### config.mk
export PLATFORM = sky130hd
export DESIGN_NAME = dragon_swarm_move
export DESIGN_NICKNAME = d
export VERILOG_FILES = /design/src/rtl/dragon_pkg.sv /design/src/rtl/dragon_channel.sv /design/src/rtl/dragon_swarm_move.sv
export SDC_FILE = /design/constraint.sdc
export NUM_CORES = 1
export LEC_CHECK = 0
export ABC_AREA = 1
export CAP_MARGIN = 20
export CORE_AREA = 2 2 198 200
export DETAILED_ROUTE_END_ITERATION = 7
export DIE_AREA = 0 0 200 202
export GPL_ROUTABILITY_DRIVEN = 0
export PLACE_DENSITY = 0.62
export SYNTH_ARGS = -nofsm -noshare
export SYNTH_HDL_FRONTEND = slang
export SYNTH_SLANG_ARGS = --single-unit
### constraint.sdc
create_clock -name clk -period 11.06 [get_ports clk]
set_clock_uncertainty 0.2 [all_clocks]
set_input_delay 2.212 -clock clk [delete_from_list [all_inputs] [get_ports clk]]
set_output_delay 2.212 -clock clk [all_outputs]
set_load 0.01 [all_outputs]
### src/rtl/dragon_pkg.sv
// ============================================================================
// Module      : dragon_pkg
// Description : Shared types and constants for the dragon swarm mover.
// Revision    : 1.0 - initial release
// ============================================================================
`default_nettype none

package dragon_pkg;

  typedef enum logic [1:0] {
    IDLE   = 2'd0,
    ACTIVE = 2'd1,
    DYING  = 2'd2
  } dragon_state_t;

  localparam int FP_SHIFT  = 6;
  localparam int FP_WIDTH  = 17;
  localparam int PIX_WIDTH = 11;

  // Fibonacci taps 16,14,13,11 expressed as register bits 15,13,12,10
  localparam logic [15:0] LFSR_TAPS = 16'hB400;

  function automatic logic [15:0] lfsr_next(input logic [15:0] v);
    return {v[14:0], ^(v & LFSR_TAPS)};
  endfunction

endpackage

`default_nettype wire

### src/rtl/dragon_channel.sv
// ============================================================================
// Module      : dragon_channel
// Description : One dragon: fixed-point motion, Y bounce, exit and dying.
// Revision    : 1.0 - initial release
// ============================================================================
`default_nettype none

module dragon_channel
  import dragon_pkg::*;
#(
  parameter int START_TLX    = 680,
  parameter int START_TLY    = 60,
  parameter int X_SPEED      = -120,
  parameter int Y_SPEED      = 70,
  parameter int Y_MIN        = 20,
  parameter int Y_MAX        = 180,
  parameter int EXIT_X       = -50,
  parameter int DYING_FRAMES = 16,
  parameter int FLIP_LO      = 300,
  parameter int FLIP_HI      = 600
) (
  input  logic                 clk,
  input  logic                 reset,
  input  logic                 frame,
  input  logic                 spawn,
  input  logic [PIX_WIDTH-1:0] rnd,
  input  logic                 collision,
  output logic                 idle,
  output logic [PIX_WIDTH-1:0] topLeftX,
  output logic [PIX_WIDTH-1:0] topLeftY,
  output logic                 active,
  output logic                 dying,
  output logic                 hitPulse,
  output logic                 missPulse
);

  localparam int CNT_W = $clog2(DYING_FRAMES + 2);

  localparam logic signed [FP_WIDTH-1:0]  c_start_x = FP_WIDTH'(START_TLX * (2 ** FP_SHIFT));
  localparam logic signed [FP_WIDTH-1:0]  c_start_y = FP_WIDTH'(START_TLY * (2 ** FP_SHIFT));
  localparam logic signed [FP_WIDTH-1:0]  c_x_step  = FP_WIDTH'(X_SPEED);
  localparam logic signed [FP_WIDTH-1:0]  c_y_step  = FP_WIDTH'(Y_SPEED);
  localparam logic signed [PIX_WIDTH-1:0] c_y_min   = PIX_WIDTH'(Y_MIN);
  localparam logic signed [PIX_WIDTH-1:0] c_y_max   = PIX_WIDTH'(Y_MAX);
  localparam logic signed [PIX_WIDTH-1:0] c_exit_x  = PIX_WIDTH'(EXIT_X);
  localparam logic [PIX_WIDTH-1:0]        c_flip_lo = PIX_WIDTH'(FLIP_LO);
  localparam logic [PIX_WIDTH-1:0]        c_flip_hi = PIX_WIDTH'(FLIP_HI);
  localparam logic [CNT_W-1:0]            c_dying   = CNT_W'(DYING_FRAMES);

  dragon_state_t                 r_state, w_state_nxt;
  logic signed [FP_WIDTH-1:0]    r_x, r_y, w_x_nxt, w_y_nxt;
  logic                          r_dir, w_dir_nxt, w_dir_mv;
  logic [CNT_W-1:0]              r_cnt, w_cnt_nxt;
  logic                          w_hit, w_miss, w_flip;
  logic signed [PIX_WIDTH-1:0]   w_px, w_py;

  assign w_px     = r_x[FP_WIDTH-1:FP_SHIFT];
  assign w_py     = r_y[FP_WIDTH-1:FP_SHIFT];
  assign w_flip   = (rnd > c_flip_lo) && (rnd < c_flip_hi);
  assign idle     = (r_state == IDLE);
  assign topLeftX = r_x[FP_WIDTH-1:FP_SHIFT];
  assign topLeftY = r_y[FP_WIDTH-1:FP_SHIFT];

  always_comb begin
    w_state_nxt = r_state;
    w_x_nxt     = r_x;
    w_y_nxt     = r_y;
    w_dir_nxt   = r_dir;
    w_dir_mv    = r_dir;
    w_cnt_nxt   = r_cnt;
    w_hit       = 1'b0;
    w_miss      = 1'b0;
    unique case (r_state)
      IDLE: begin
        if (spawn) begin
          w_state_nxt = ACTIVE;
          w_x_nxt     = c_start_x;
          w_y_nxt     = c_start_y;
          w_dir_nxt   = 1'b1;
        end
      end
      ACTIVE: begin
        // A hit takes precedence over any frame motion in the same cycle
        if (collision) begin
          w_state_nxt = DYING;
          w_cnt_nxt   = c_dying;
          w_hit       = 1'b1;
        end else if (frame) begin
          if (w_px <= c_exit_x) begin
            w_state_nxt = IDLE;
            w_x_nxt     = c_start_x;
            w_y_nxt     = c_start_y;
            w_miss      = 1'b1;
          end else begin
            if (w_py < c_y_min)      w_dir_mv = 1'b1;
            else if (w_py > c_y_max) w_dir_mv = 1'b0;
            else if (w_flip)         w_dir_mv = ~r_dir;
            w_dir_nxt = w_dir_mv;
            w_x_nxt   = r_x + c_x_step;
            w_y_nxt   = w_dir_mv ? (r_y + c_y_step) : (r_y - c_y_step);
          end
        end
      end
      DYING: begin
        if (frame) begin
          if (r_cnt <= CNT_W'(1)) begin
            w_state_nxt = IDLE;
            w_cnt_nxt   = '0;
            w_x_nxt     = c_start_x;
            w_y_nxt     = c_start_y;
          end else begin
            w_cnt_nxt = r_cnt - CNT_W'(1);
          end
        end
      end
      default: w_state_nxt = IDLE;
    endcase
  end

  always_ff @(posedge clk) begin
    if (reset) begin
      r_state   <= IDLE;
      r_x       <= c_start_x;
      r_y       <= c_start_y;
      r_dir     <= 1'b1;
      r_cnt     <= '0;
      active    <= 1'b0;
      dying     <= 1'b0;
      hitPulse  <= 1'b0;
      missPulse <= 1'b0;
    end else begin
      r_state   <= w_state_nxt;
      r_x       <= w_x_nxt;
      r_y       <= w_y_nxt;
      r_dir     <= w_dir_nxt;
      r_cnt     <= w_cnt_nxt;
      active    <= (w_state_nxt == ACTIVE);
      dying     <= (w_state_nxt == DYING);
      hitPulse  <= w_hit;
      missPulse <= w_miss;
    end
  end

endmodule

`default_nettype wire

### src/rtl/dragon_swarm_move.sv
// ============================================================================
// Module      : dragon_swarm_move
// Description : Swarm of dragon channels with shared LFSR, spawn gap and arbiter.
// Revision    : 1.0 - initial release
// ============================================================================
`default_nettype none

module dragon_swarm_move
  import dragon_pkg::*;
#(
  parameter int          N_DRAGONS     = 4,
  parameter int          START_TLX     = 680,
  parameter int          START_TLY     = 60,
  parameter int          X_SPEED       = -120,
  parameter int          Y_SPEED       = 70,
  parameter int          Y_MIN         = 20,
  parameter int          Y_MAX         = 180,
  parameter int          EXIT_X        = -50,
  parameter int          DYING_FRAMES  = 16,
  parameter int          SPAWN_LO      = 500,
  parameter int          SPAWN_HI      = 605,
  parameter int          FLIP_LO       = 300,
  parameter int          FLIP_HI       = 600,
  parameter int          MIN_SPAWN_GAP = 30,
  parameter logic [15:0] LFSR_SEED     = 16'hACE1
) (
  input  logic                                 clk,
  input  logic                                 reset,
  input  logic                                 startOfFrame,
  input  logic                                 pause,
  input  logic [PIX_WIDTH-1:0]                 RNG,
  input  logic [N_DRAGONS-1:0]                 collision,
  output logic [N_DRAGONS-1:0][PIX_WIDTH-1:0]  topLeftX,
  output logic [N_DRAGONS-1:0][PIX_WIDTH-1:0]  topLeftY,
  output logic [N_DRAGONS-1:0]                 active,
  output logic [N_DRAGONS-1:0]                 dying,
  output logic [N_DRAGONS-1:0]                 hitPulse,
  output logic [N_DRAGONS-1:0]                 missPulse
);

  localparam int GAP_W = $clog2(MIN_SPAWN_GAP + 2);

  localparam logic [GAP_W-1:0]     c_gap_max  = GAP_W'(MIN_SPAWN_GAP);
  localparam logic [PIX_WIDTH-1:0] c_spawn_lo = PIX_WIDTH'(SPAWN_LO);
  localparam logic [PIX_WIDTH-1:0] c_spawn_hi = PIX_WIDTH'(SPAWN_HI);

  logic                                w_frame, w_spawn_ok;
  logic [15:0]                         r_lfsr;
  logic [GAP_W-1:0]                    r_gap;
  logic [N_DRAGONS-1:0][PIX_WIDTH-1:0] w_rnd;
  logic [N_DRAGONS-1:0]                w_idle, w_cand, w_spawn;

  assign w_frame    = startOfFrame & ~pause;
  assign w_spawn_ok = w_frame && (w_rnd[0] > c_spawn_lo) && (w_rnd[0] < c_spawn_hi)
                      && (r_gap >= c_gap_max);
  assign w_cand     = w_idle & {N_DRAGONS{w_spawn_ok}};
  // Isolate the lowest set bit so only the lowest-index idle channel spawns
  assign w_spawn    = w_cand & (~w_cand + N_DRAGONS'(1));

  always_ff @(posedge clk) begin
    if (reset) begin
      r_lfsr <= LFSR_SEED;
      r_gap  <= c_gap_max;
    end else if (w_frame) begin
      r_lfsr <= lfsr_next(r_lfsr);
      if (|w_spawn)
        r_gap <= '0;
      else if (r_gap < c_gap_max)
        r_gap <= r_gap + GAP_W'(1);
    end
  end

  generate
    for (genvar gi = 0; gi < N_DRAGONS; gi++) begin : g_chan
      assign w_rnd[gi] = RNG + r_lfsr[PIX_WIDTH-1:0] + PIX_WIDTH'(97 * gi);

      dragon_channel #(
        .START_TLX    (START_TLX),
        .START_TLY    (START_TLY),
        .X_SPEED      (X_SPEED),
        .Y_SPEED      (Y_SPEED),
        .Y_MIN        (Y_MIN),
        .Y_MAX        (Y_MAX),
        .EXIT_X       (EXIT_X),
        .DYING_FRAMES (DYING_FRAMES),
        .FLIP_LO      (FLIP_LO),
        .FLIP_HI      (FLIP_HI)
      ) u_chan (
        .clk       (clk),
        .reset     (reset),
        .frame     (w_frame),
        .spawn     (w_spawn[gi]),
        .rnd       (w_rnd[gi]),
        .collision (collision[gi]),
        .idle      (w_idle[gi]),
        .topLeftX  (topLeftX[gi]),
        .topLeftY  (topLeftY[gi]),
        .active    (active[gi]),
        .dying     (dying[gi]),
        .hitPulse  (hitPulse[gi]),
        .missPulse (missPulse[gi])
      );
    end
  endgenerate

endmodule

`default_nettype wire

# Word-level counts from Yosys, hierarchy flattened
# Index checks and enable logic that the tools add are counted.
# totals
out_inout_bits	104
input_bits	19
reg_bits	205
wordCells	355
# classes
mux	162
reduce_logical	47
bitwise_logic	14
n_eq_ne	44
n_lt_le_gt_ge	28
n_addsub	22
# ops
cell	count
2-to-1 mux 17 bit	52
case mux 17 bit (3 select lines)	8
adder 17 x 8 -> 17 bit, second input constant	8
greater-than comparator 11 x 9 -> 1 bit, second input constant	9
2-to-1 mux 5 bit	14
subtractor 17 x 8 -> 17 bit, second input constant	4
< comparator 11 x 10 -> 1 bit, second input constant	5
2-to-1 mux 1 bit	52
2-to-1 mux 2 bit	24
!= test 2 bit, second input constant	24
less-or-equal comparator 11 x 7 -> 1 bit, second input constant	4
< comparator 11 x 6 -> 1 bit, second input constant	4
case mux 5 bit (2 select lines)	4
case mux 2 bit (3 select lines)	4
AND reduction 6 bit	4
less-or-equal comparator 5 x 1 -> 1 bit, second input constant	4
AND reduction 5 bit	4
OR reduction 4 bit	5
subtractor 5 x 1 -> 5 bit, second input constant	4
nonzero test 2 bit	9
== test 2 x 1 -> 1 bit, second input constant	8
== test 2 bit, second input constant	8
XOR reduction 16 bit	1
AND reduction 3 bit	4
19 further kinds	50

# Depth between registers and ports, before layout
# depth
word_depth	16
depth_mapped	36
mapped_depth_nobuf	36

# Modules after synthesis
# From an unflattened synthesis, not the netlist that was laid out.
# unflattened
hier_cells	2061
hier_area_um2	13900.8
# by_module_without_submodules
mod	n_inst	seq_area_each_um2	cells_per_inst	area_each_um2
dragon_channel at g_chan[0].u_chan ...	2	840.8	431	2915.3
dragon_channel at g_chan[1].u_chan ...	2	840.8	430	2915.3
dragon_swarm_move	1	420.4	339	2239.6

# Worst setup path after synthesis
# Ideal clock, no wire load.
# synth_path
kind	input port to flip-flop
startpoint	input port RNG[0]
endpoint	register g_chan[3].u_chan.r_y[13]
n_path_buf	0
required_time_ps	10791
setup_time_ps	69
path_stages	32
arrival_ps	6663
path_slack_ps	4128
path_cell_list	ha_1 > fa_1 > xor2_2 > ha_1 > a21oi_1 > inv_1 > nand3_1 > nand2_1 > nand2_1 > nand2_1 > nand2_1 > nand3_1 > nand2_1 > nand2_1 > nand3_1 > nand2_1 > nand3_1 > nand2_1 > inv_1 > fa_1 > o31ai_1 > nand3_1 > nand2_1 > a21oi_1 > o21ai_0 > nand2_1 > nand2_1 > a21oi_1 > o21ai_0 > or2_2 > nand3_2 > a21oi_2
# synth_between
elab_chain_cells	16
elab_cells_between_ends	28
classes_between	add/sub (3); order compare (4); eq/ne (1); mux (12); bitwise (3); reduce/logical (5)
# synth_rtl
element	line_no	source
start: declaration	dragon_swarm_move.sv:31	input logic [PIX_WIDTH-1:0] RNG,
adder 11 bit (*)	dragon_swarm_move.sv:75	assign w_rnd[gi] = RNG + r_lfsr[PIX_WIDTH-1:0] + PIX_WIDTH'(97 * gi);
adder 11 x 9 -> 11 bit	dragon_swarm_move.sv:75	
greater-than comparator 11 x 9 -> 1 bit or < comparator 11 x 10 -> 1 bit (tied branches)	dragon_channel.sv:59	assign w_flip = (rnd > c_flip_lo) && (rnd < c_flip_hi);
logical AND 1 bit	dragon_channel.sv:59	
2-to-1 mux 1 bit	dragon_channel.sv:97	else if (w_flip) w_dir_mv = ~r_dir;
2-to-1 mux 1 bit	dragon_channel.sv:96	else if (w_py > c_y_max) w_dir_mv = 1'b0;
2-to-1 mux 1 bit	dragon_channel.sv:95	if (w_py < c_y_min) w_dir_mv = 1'b1;
2-to-1 mux 1 bit	dragon_channel.sv:89	if (w_px <= c_exit_x) begin
2-to-1 mux 1 bit	dragon_channel.sv:88	end else if (frame) begin
2-to-1 mux 1 bit	dragon_channel.sv:84	if (collision) begin
2-to-1 mux 1 bit	dragon_channel.sv:73	unique case (r_state)
2-to-1 mux 17 bit	dragon_channel.sv:100	w_y_nxt = w_dir_mv ? (r_y + c_y_step) : (r_y - c_y_step);
2-to-1 mux 17 bit	dragon_channel.sv:89	
2-to-1 mux 17 bit	dragon_channel.sv:88	
2-to-1 mux 17 bit	dragon_channel.sv:84	
case mux 17 bit (3 select lines)	dragon_channel.sv:73	
end signal: assignment	dragon_channel.sv:124	r_y <= c_start_y;
end signal: assignment	dragon_channel.sv:134	r_y <= w_y_nxt;
end: declaration	dragon_channel.sv:51	logic signed [FP_WIDTH-1:0] r_x, r_y, w_x_nxt, w_y_nxt;
# Every way passes the cells marked *; elsewhere a longest branch is shown, timed or not. The select of a mux whose other input is x is not followed.
# A chain may end at the register's enable or synchronous reset.

# Worst setup path after layout
# Same ends and word-level chain as after synthesis.

==> reports/qor.yml <==
run_status:
  status: "completed"
sta:
  timing.slew.headroom: 0.272
  slew_violations: 0
  timing.final.hold_violations: 0
  period_share: 0.702
  timing.final.crit_period_ns: 7.76
  max_frequency_ghz: 0.129
  worst-slew-pin-transition_ns: 1.09
  finalSetupViolations: 0
  rsz0062_at_grt: "no"
  final.setup.tns_ns: 0
floorplanning:
  rows: 72
  initial_utilization: 0.355
  design.core.area_sq_um: 38300
  die_area_sq_um: 40400
  top_level_ports: 123
  die_h_microns: 202
  die_w_microns: 200
grt:
  gr-total-overflow: 0
  first_global_vias: 11900
  antenna_found_initial: 0
  grt.total_usage: 0.170
  first_pass_grt_wire_length_mm: 56.6
  grt_max_degree: 72
clocking:
  clock_latency_on_the_worst_skew_pair_ns: 0.46
  tritoncts: "built"
  cts.hold.buffers_added: 0
  cts_sinks: 189
  number_of_h_tree_levels: 4
  path_clk_slew_ns: 0.07
  longest_clk_path_bufs: 2
  total_clock_buffers_created_by_cts: 17
  post_cts.repair.setup_buffers: 0
  root_buffer_selected_by_cts: "sky130_fd_sc_hd__clkbuf_16"
  cts_resized: 0
layout:
  layout.area.seq_sq_um: 3780
  fillCellCount: 3991
  num-nets-final: 2125
  drive_above_1_share: 0.0621
  final_cells: 2546
  synthToLayoutAreaGrowth_pct: 11.2
  insertedDiodeCount: 0
  multiInputGateArea_sq_um: 7910
critical_path:
  r2r.worst_path.cells: 32
  path_common_cell: "sky130_fd_sc_hd__nand2_1"
  critical_path.max_fanout: 13
  critical_path.n_buffers_inverters: 3
  timing_worst_setup_path_type: "in -> reg"
  r2r_slack_ns: 5.14
  critical-path-top-delay-family: "simple AND/OR/NAND/NOR gates"
  crit_path_max_incr_delay_ns: 0.49
  sort_of_element_at_the_start_of_the_critical_path: "input port"
  data_arrival_time_of_the_worst_path_ns: 7.95
  crit_slowest_cell: "sky130_fd_sc_hd__fa_1"
  crit-reg2reg-launch: "r_lfsr[0]"
  crit-reg2reg-capture: "g_chan[3].u_chan.r_y[13]"
  critPathRequiredTime_ns: 11.24
  cp-end-kind: "flip-flop"
min_path:
  min-delay-start: "r_lfsr[11]"
  min-delay-path-class: "reg -> reg"
  hold_depth: 2
  min_to: "r_lfsr[11]"
synthesis:
  synthFlopType: "sky130_fd_sc_hd__dfxtp_1"
  synthesis.nets: 2121
  ys_warnings: 0
  postSynthCellCount: 2011
  syn-mean-instance-area_sq_um: 6.75
  synthDistinctLibCells: 59
  synth_edf_count: 0
  mapped_area_sq_um: 13600
  synth_seq_cells: 189
  ys_seq_area_frac: 0.279
  synthArstFlopShare: 0
routing:
  drt.antenna.violating_nets: 0
  drc: 0
  length_of_the_first_detailed_routing_pass_in_iterations: 5
  detailroute.via_count: 12600
  wire_per_inst_microns: 13.2
  routed_wl_mm: 33.5
  route.detailed.vias_per_inst: 4.94
  dr.first_iter.drc_count: 816
place:
  io_buffer_count: 122
  hpwl_mm: 24.9
  number_of_cells_in_the_design_after_placement: 2514
pwr:
  cellPowerDensity_nw_per_um2: 154
  totalPowerFinal_mw: 2.33
  irDropWorstVdd_mv: 0.115
  cellLeakagePower_nw: 6.61
job:
  timing.max_cap.violations: 0
-- Yosys cell counts, types with 11 or more instances --
cell	number	area, sq um
sky130_fd_sc_hd__nand2_1	439	1650
sky130_fd_sc_hd__clkbuf_1	19	71.3
sky130_fd_sc_hd__nand2_2	13	81.3
sky130_fd_sc_hd__buf_2	11	55.1
sky130_fd_sc_hd__xnor2_1	18	158
sky130_fd_sc_hd__nand3_1	143	716
sky130_fd_sc_hd__o31ai_1	11	82.6
sky130_fd_sc_hd__a21oi_2	12	105
sky130_fd_sc_hd__buf_4	108	811
sky130_fd_sc_hd__ha_1	86	1080
sky130_fd_sc_hd__o21ai_0	109	546
sky130_fd_sc_hd__nand3_2	15	150
sky130_fd_sc_hd__xor2_1	34	298
sky130_fd_sc_hd__nor3_1	38	190
sky130_fd_sc_hd__nor2_1	195	732
sky130_fd_sc_hd__o211ai_1	15	113
sky130_fd_sc_hd__a21oi_1	165	826
sky130_fd_sc_hd__inv_1	231	867
sky130_fd_sc_hd__or2_2	21	131
sky130_fd_sc_hd__nand4_1	30	188
sky130_fd_sc_hd__dfxtp_1	189	3780
-- area by class of cell --
cell class | instances | area share
sequential | 189 | 0.251
timing repair buffer | 128 | 0.0837
clock buffer | 18 | 0.0291
clock inverter | 14 | 0.00994
inverter | 240 | 0.0597
multi-input combinational | 1439 | 0.524
tap | 518 | 0.0429
-- layout by cell type (no fill, tap or decap), types with 4 or more instances in the layout --
cell and instances:
sky130_fd_sc_hd__a211oi_1 8, sky130_fd_sc_hd__a21o_1 4, sky130_fd_sc_hd__a21oi_1 165, sky130_fd_sc_hd__a21oi_2 12, sky130_fd_sc_hd__a31oi_1 7, sky130_fd_sc_hd__buf_4 7, sky130_fd_sc_hd__clkbuf_16 17, sky130_fd_sc_hd__clkdlybuf4s50_1 121
sky130_fd_sc_hd__dfxtp_1 189, sky130_fd_sc_hd__fa_1 5, sky130_fd_sc_hd__ha_1 86, sky130_fd_sc_hd__inv_1 231, sky130_fd_sc_hd__inv_2 7, sky130_fd_sc_hd__inv_6 5, sky130_fd_sc_hd__nand2_1 439, sky130_fd_sc_hd__nand2_2 13
sky130_fd_sc_hd__nand3_1 143, sky130_fd_sc_hd__nand3_2 15, sky130_fd_sc_hd__nand4_1 30, sky130_fd_sc_hd__nor2_1 194, sky130_fd_sc_hd__nor3_1 38, sky130_fd_sc_hd__nor3b_1 4, sky130_fd_sc_hd__nor4_1 8, sky130_fd_sc_hd__o2111ai_1 4
sky130_fd_sc_hd__o211ai_1 15, sky130_fd_sc_hd__o21ai_0 109, sky130_fd_sc_hd__o21ai_1 7, sky130_fd_sc_hd__o21bai_1 5, sky130_fd_sc_hd__o31ai_1 11, sky130_fd_sc_hd__or2_2 21, sky130_fd_sc_hd__xnor2_1 18, sky130_fd_sc_hd__xor2_1 34
-- tightest hold or removal path: cells and delay by family, from the launching register on --
kind          cells  cell delay (ns)
flops             1             0.33
simple gates      2             0.10
-- cell families after synthesis --
family          Yosys count  share of synthesized area
simple gates            926                      0.302
compound gates          367                      0.155
xor+xnor                 55                     0.0388
flops                   189                      0.279
fa+ha+maj                91                     0.0866
buf+inv                 383                      0.139
-- layer usage --
metal | share of wire | track usage | up-vias | wire [microns]
li1 | - | - | 6545 | -
met1 | 0.48 | 0.225 | 5757 | 16000
met2 | 0.46 | 0.285 | 248 | 15600
met3 | 0.045 | 0.0257 | 32 | 1510
met4 | 0.014 | 0.0439 | 0 | 459
met5 | 0 | 0 | - | 0
-- power breakdown --
part / switching, mW / internal [mW] / total [mW]
sequential: 0.0278 / 0.708 / 0.735
clock: 0.306 / 0.325 / 0.631
combinational: 0.610 / 0.351 / 0.960
-- per-stage QoR --
step                 util  hold WS [ns]  setup WS [ns]  area [sq um]
finish              0.394         0.261           3.30         15100
floorplan               -         0.230           4.13         13600
CTS                 0.394         0.264           3.38         15100
global route        0.394         0.291           2.62         15100
global placement    0.379         0.240           3.14         14500
detailed placement  0.379         0.245           2.92         14500
-- state kept, by name, summed over array words and instances (netlist names), 5 cells and up --
| name | flops |
|---|---|
| g_chan.u_chan.r_y | 64 |
| r_lfsr | 16 |
| g_chan.u_chan.r_state | 8 |
| g_chan.u_chan.r_cnt | 20 |
| r_gap | 5 |
| g_chan.u_chan.r_x | 56 |
-- how the worst max path moves through the flow --
stage,startpoint,end,slack [ns],cells after the start
CTS,RNG[0],g_chan[3].u_chan.r_y[13],3.38,33
global route,RNG[0],g_chan[3].u_chan.r_y[13],2.62,34
finish,RNG[0],g_chan[3].u_chan.r_y[13],3.30,33
detailed placement,RNG[0],g_chan[3].u_chan.r_y[13],2.92,33
global placement,RNG[0],g_chan[1].u_chan.r_y[15],3.14,32
floorplan,RNG[0],g_chan[3].u_chan.r_y[13],4.13,32
Note: power is estimated with default switching activity, not from simulation.
